===== config.mk =====
export PLATFORM = sky130hd
export DESIGN_NAME = tank_ctrl_p
export DESIGN_NICKNAME = d
export VERILOG_FILES = /design/src/rtl/tank_ctrl_p.sv
export SDC_FILE = /design/constraint.sdc
export NUM_CORES = 1
export LEC_CHECK = 0
export CORE_ASPECT_RATIO = 1.2
export CORE_MARGIN = 8
export CORE_UTILIZATION = 44
export CTS_CLUSTER_SIZE = 24
export DETAILED_ROUTE_END_ITERATION = 8
export PLACE_DENSITY = 0.7
export RECOVER_POWER = 100
export SLEW_MARGIN = 20
export SYNTH_ARGS = -nofsm -noshare
export SYNTH_HDL_FRONTEND = slang
export SYNTH_SLANG_ARGS = --single-unit

===== constraint.sdc =====
create_clock -name frame_clk -period 3.28 [get_ports frame_clk]
set_input_delay 0.328 -clock frame_clk [delete_from_list [all_inputs] [get_ports frame_clk]]
set_output_delay 0.328 -clock frame_clk [all_outputs]
set_load 0.005 [all_outputs]

===== src/rtl/tank_ctrl_p.sv =====
`default_nettype none
// +--------------------------------------------------------------------------+
// | Module  : tank_ctrl_p                                                    |
// | Purpose : per-player tank controller - clamped motion, terrain-following |
// |           Y, edge-triggered aim, cooled/reloading fire FSM, HP and death |
// | Revision: 1.0 - initial release                                          |
// +--------------------------------------------------------------------------+
module tank_ctrl_p #(
   parameter int          X_MIN         = 0,
   parameter int          X_MAX         = 639,
   parameter int          X_START       = 140,
   parameter int          TANK_SIZE     = 4,
   parameter int          X_STEP        = 1,
   parameter int          AIM_MAX       = 60,
   parameter int          AIM_STEP      = 3,
   parameter int          HP_INIT       = 10,
   parameter int          AMMO_MAX      = 4,
   parameter int          COOL_FRAMES   = 8,
   parameter int          RELOAD_FRAMES = 30,
   parameter logic [7:0]  KEY_LEFT      = 8'h04,
   parameter logic [7:0]  KEY_RIGHT     = 8'h07,
   parameter logic [7:0]  KEY_UP        = 8'h1A,
   parameter logic [7:0]  KEY_DOWN      = 8'h16,
   parameter logic [7:0]  KEY_FIRE      = 8'h2C,
   parameter logic [7:0]  KEY_RELOAD    = 8'h19
)(
   input  logic        frame_clk,
   input  logic        Reset_n,
   input  logic [7:0]  keycode,
   input  logic        enable,
   input  logic [9:0]  terrain_y,
   input  logic        hit,
   input  logic [3:0]  hit_dmg,
   output logic [9:0]  TankX,
   output logic [9:0]  TankY,
   output logic [9:0]  TankS,
   output logic        Direction,
   output logic [6:0]  aim,
   output logic        shoot,
   output logic [2:0]  ammo,
   output logic        reloading,
   output logic [3:0]  HP,
   output logic        alive
);

   localparam int CNT_TOP = (RELOAD_FRAMES > COOL_FRAMES) ? RELOAD_FRAMES : COOL_FRAMES;
   localparam int CNT_W   = (CNT_TOP > 1) ? $clog2(CNT_TOP) : 1;

   localparam logic [10:0]      X_LO        = 11'(X_MIN + TANK_SIZE);
   localparam logic [10:0]      X_HI        = 11'(X_MAX - TANK_SIZE);
   localparam logic [10:0]      STEP_X      = 11'(X_STEP);
   localparam logic [9:0]       X_RST       = 10'(X_START);
   localparam logic [9:0]       SIZE10      = 10'(TANK_SIZE);
   localparam logic [7:0]       AIM_TOP     = 8'(AIM_MAX);
   localparam logic [7:0]       AIM_INC     = 8'(AIM_STEP);
   localparam logic [3:0]       HP_RST      = 4'(HP_INIT);
   localparam logic [2:0]       AMMO_FULL   = 3'(AMMO_MAX);
   localparam logic [CNT_W-1:0] COOL_LOAD   = CNT_W'(COOL_FRAMES - 1);
   localparam logic [CNT_W-1:0] RELOAD_LOAD = CNT_W'(RELOAD_FRAMES - 1);
   localparam logic [CNT_W-1:0] CNT_ONE     = CNT_W'(1);

   typedef enum logic [1:0] {
      READY  = 2'd0,
      COOL   = 2'd1,
      RELOAD = 2'd2,
      DEAD   = 2'd3
   } fire_state_t;

   fire_state_t      state, state_nxt;
   logic [CNT_W-1:0] cnt, cnt_nxt;
   logic [7:0]       prev_key;
   logic [7:0]       k;

   logic [9:0]       x_nxt, y_nxt;
   logic             dir_nxt;
   logic [6:0]       aim_nxt;
   logic             shoot_nxt;
   logic [2:0]       ammo_nxt;
   logic [3:0]       hp_nxt;
   logic             alive_nxt;

   logic             press_up, press_down, press_fire, press_reload;
   logic             lethal;
   logic [10:0]      x_ext;
   logic [7:0]       aim_ext;
   logic [3:0]       hp_after;

   assign k            = enable ? keycode : 8'h00;
   assign press_up     = (k == KEY_UP)     && (prev_key != KEY_UP);
   assign press_down   = (k == KEY_DOWN)   && (prev_key != KEY_DOWN);
   assign press_fire   = (k == KEY_FIRE)   && (prev_key != KEY_FIRE);
   assign press_reload = (k == KEY_RELOAD) && (prev_key != KEY_RELOAD);

   assign x_ext    = {1'b0, TankX};
   assign aim_ext  = {1'b0, aim};
   assign hp_after = (HP > hit_dmg) ? (HP - hit_dmg) : 4'd0;
   // alive implies HP>0, so a hit is lethal exactly when it consumes all HP
   assign lethal   = hit && (hit_dmg >= HP);

   assign TankS     = SIZE10;
   assign reloading = (state == RELOAD);

   always_ff @(posedge frame_clk or negedge Reset_n) begin
      if (!Reset_n) begin
         state     <= READY;
         cnt       <= '0;
         prev_key  <= 8'h00;
         TankX     <= X_RST;
         TankY     <= 10'd0;
         Direction <= 1'b1;
         aim       <= 7'd0;
         shoot     <= 1'b0;
         ammo      <= AMMO_FULL;
         HP        <= HP_RST;
         alive     <= 1'b1;
      end else begin
         state     <= state_nxt;
         cnt       <= cnt_nxt;
         prev_key  <= k;
         TankX     <= x_nxt;
         TankY     <= y_nxt;
         Direction <= dir_nxt;
         aim       <= aim_nxt;
         shoot     <= shoot_nxt;
         ammo      <= ammo_nxt;
         HP        <= hp_nxt;
         alive     <= alive_nxt;
      end
   end

   always_comb begin
      state_nxt = state;
      cnt_nxt   = cnt;
      x_nxt     = TankX;
      dir_nxt   = Direction;
      aim_nxt   = aim;
      shoot_nxt = 1'b0;
      ammo_nxt  = ammo;
      hp_nxt    = HP;
      alive_nxt = alive;
      y_nxt     = (terrain_y < SIZE10) ? 10'd0 : (terrain_y - SIZE10);

      if (state != DEAD) begin
         if (k == KEY_LEFT) begin
            dir_nxt = 1'b0;
            x_nxt   = (x_ext < (X_LO + STEP_X)) ? 10'(X_LO) : 10'(x_ext - STEP_X);
         end else if (k == KEY_RIGHT) begin
            dir_nxt = 1'b1;
            x_nxt   = ((x_ext + STEP_X) > X_HI) ? 10'(X_HI) : 10'(x_ext + STEP_X);
         end

         if (press_up) begin
            aim_nxt = ((aim_ext + AIM_INC) > AIM_TOP) ? 7'(AIM_TOP) : 7'(aim_ext + AIM_INC);
         end else if (press_down) begin
            aim_nxt = (aim_ext < AIM_INC) ? 7'd0 : 7'(aim_ext - AIM_INC);
         end

         if (hit) begin
            hp_nxt = hp_after;
         end

         if (lethal) begin
            // death wins over any fire/reload action on the same frame
            hp_nxt    = 4'd0;
            alive_nxt = 1'b0;
            state_nxt = DEAD;
         end else begin
            case (state)
               READY: begin
                  if (press_fire && (ammo != 3'd0)) begin
                     shoot_nxt = 1'b1;
                     ammo_nxt  = ammo - 3'd1;
                     cnt_nxt   = COOL_LOAD;
                     state_nxt = COOL;
                  end else if (press_reload && (ammo < AMMO_FULL)) begin
                     cnt_nxt   = RELOAD_LOAD;
                     state_nxt = RELOAD;
                  end
               end
               COOL: begin
                  if (press_reload && (ammo < AMMO_FULL)) begin
                     cnt_nxt   = RELOAD_LOAD;
                     state_nxt = RELOAD;
                  end else if (cnt == '0) begin
                     state_nxt = READY;
                  end else begin
                     cnt_nxt = cnt - CNT_ONE;
                  end
               end
               RELOAD: begin
                  if (cnt == '0) begin
                     ammo_nxt  = AMMO_FULL;
                     state_nxt = READY;
                  end else begin
                     cnt_nxt = cnt - CNT_ONE;
                  end
               end
               default: begin
                  state_nxt = state;
               end
            endcase
         end
      end
   end

endmodule
`default_nettype wire


==> results.yml <==
drt:
  route.met3.wl_um: 725
  postRouteAntennaNets: 0
  highest_layer: "met4"
  drt-pass1-iter-count: 5
  via_count: 3507
  routed-wl-met2_mm: 4.73
  via_per_inst: 5.71
  wl_met1_mm: 4.04
  drtIter0Drc: 209
  wire_per_inst_um: 15.7
  drc_errors: 0
  drt-total-wl_mm: 9.63
floorplanning:
  core_area_sq_um: 8520
  ios: 74
  die_x_um: 101
  start_util: 0.448
  die_area_sq_um: 11900
  row_count: 37
  die_h_um: 118
setup_path:
  crit_path_max_fanout: 12
  start_kind: "input pin"
  cp.required_ps: 3470
  critical_path_class: "input pin to register"
  critPathCaptureType: "register"
  arrival_ps: 3060
  rr_worst_depth: 8
cts:
  cts_sinks: 52
  clock-root-buffer: "clkbuf_8"
  cts_resized: 0
  postCtsHoldBufs: 0
  insertion_delay_ps: 300
  cts_buffer_depth: 2
  cts_setup_buffers: 0
  htreeDepth: 2
  path_clk_slew_ps: 90
  cts_tree: "built"
  cts-buffers-inserted: 5
sta:
  maxSlewHeadroom: -0.310
  worst_pin_slew_ps: 1970
  hold_viol: 0
  tns_ps: 0
  fmax_mhz: 349
  finalSetupViolCount: 0
  fin_crit_sh: 0.873
  maxSlewViolCount: 37
  fin_ws_ps: 416
  fin_skew_ps: 6.82
  rsz0062_at_grt: "false"
  finalCriticalPeriod_ps: 2860
logic_synthesis:
  syn_area_sq_um: 3820
  ys_ff_latch: 52
  synthFlopType: "dfrtp_1"
  synth_edf_count: 0
  yosys_warnings: 0
  synth_cell_types: 75
  avgSynthCellArea_sq_um: 8.66
  syn_inst: 441
  synthArstFlopShare: 1.00
  seq_area_frac_synth: 0.343
placement:
  routabilityCongestion: 0.936
  pre_cts_ws_ps: 430
  dpl-instance-area_sq_um: 4500
  port-buffer-count: 63
  dp_hpwl_mm: 7.45
global_route:
  grt_max_degree: 37
  grt_pass1_vias: 3440
  track_usage: 0.162
  grt_pass1_wl_mm: 16.2
  gr-total-overflow: 0
  antenna_found_initial: 0
finish:
  final_common_cell: "dfrtp_1"
  drive_gt1_frac: 0.0523
  multi_input_area_sq_um: 2240
  diodes: 0
  fin_area_sq_um: 4540
  fin_util: 0.533
  nFillCells: 825
  area_delta_synth_final_pct: 18.9
  mostFrequentLayoutCells: "dfrtp_1, nor2_1, dlygate4sd3_1"
  nets: 542
  seq_area_sq_um: 1310
min_path:
  hold_path.class: "register to register"
  hold_depth: 2
run_status:
  outcome: "finished with violations"
  violations: "max-capacitance violations, max-slew violations"
power_and_ir_drop:
  leakagePower_uw: 0.00186
  vdd_drop_max_uv: 275
  p_per_area_nw_per_um2: 470
  total_power_uw: 2130
job:
  drv_cap: 1
-- registers in the layout, indices dropped and copies added (netlist names), 2 cells and up --
register and cells:
TankX 10, state 2, cnt 5, TankY 10, HP 4, prev_key 8, aim 7, ammo 3
-- stage by stage --
step | instances | hold slack (ps)
global route | 614 | 505
finish | 614 | 462
detailed placement | 607 | 455
floorplan | 449 | 32.4
CTS | 614 | 144
global placement | 607 | 449
-- Yosys cell counts (4+ instances only) --
cell type  number  area (sq um)
a211oi_1        6          45.0
nor2b_1        10          62.6
inv_1          31           116
dfstp_2         8           210
and3_1          4          25.0
a31oi_1         5          31.3
ha_1           18           225
xor2_1          4          35.0
nand3b_1        5          37.5
clkbuf_1       10          37.5
nand4_1         6          37.5
o31ai_1         8          60.1
buf_2           5          25.0
nor3_1         13          65.1
nor3b_1         4          30.0
or3_1           8          50.1
o21ai_0        34           170
nand3_1        17          85.1
and2_1         10          62.6
o211ai_1        4          30.0
a21oi_1        21           105
nor2_1         37           139
nand2_1        28           105
nand2b_1        8          50.1
dfrtp_1        44          1100
buf_4          10          75.1
-- per-layer routing --
layer  track usage  vias up
li1              -     1713
met2         0.279      113
met1         0.185     1671
met5             0        -
met3        0.0515       10
met4        0.0411        0
-- cell families (layout without fill, tap and decap cells) --
group           Yosys count  after routing  share of synthesized area
simple gates            178            178                      0.271
fa+ha+maj                19             19                     0.0642
other cells               2             10                    0.00197
mux                       5              5                     0.0138
compound gates          121            121                      0.221
xor+xnor                  7              7                     0.0161
flops                    52             52                      0.343
buf+inv                  57            105                     0.0694
-- path summary, 6_finish.rpt --
check / start / to / slack [ps]
min reg2reg: Direction / Direction / 460
min: Direction / Direction / 460
min in group asynchronous: Reset_n / TankX[4] / 570
max: enable / aim[0] / 420
max reg2reg: HP[1] / cnt[0] / 580
max in group asynchronous: Reset_n / aim[0] / 1140
-- cell type report --
class | count | share of cell area
repair buffers | 67 | 0.142
clock inverters | 2 | 0.00358
flip-flops and latches | 52 | 0.289
inverters | 31 | 0.0256
well taps | 117 | 0.0322
multi-input cells | 340 | 0.493
clock buffers | 5 | 0.0151
-- critical path, stage by stage --
cell and delay, ps:
dlygate4sd3_1 740, nand4bb_4 150, or4b_1 540, nand4bb_1 530, a21oi_1 510, mux2i_1 130
o31a_1 130
-- power breakdown --
group / internal, uW / switching [uW] / leakage (uW)
combinational: 406 / 513 / 0.00119
clock: 149 / 212 / 0.0000406
sequential: 746 / 109 / 0.000630
(Power assumes the default switching activity.)
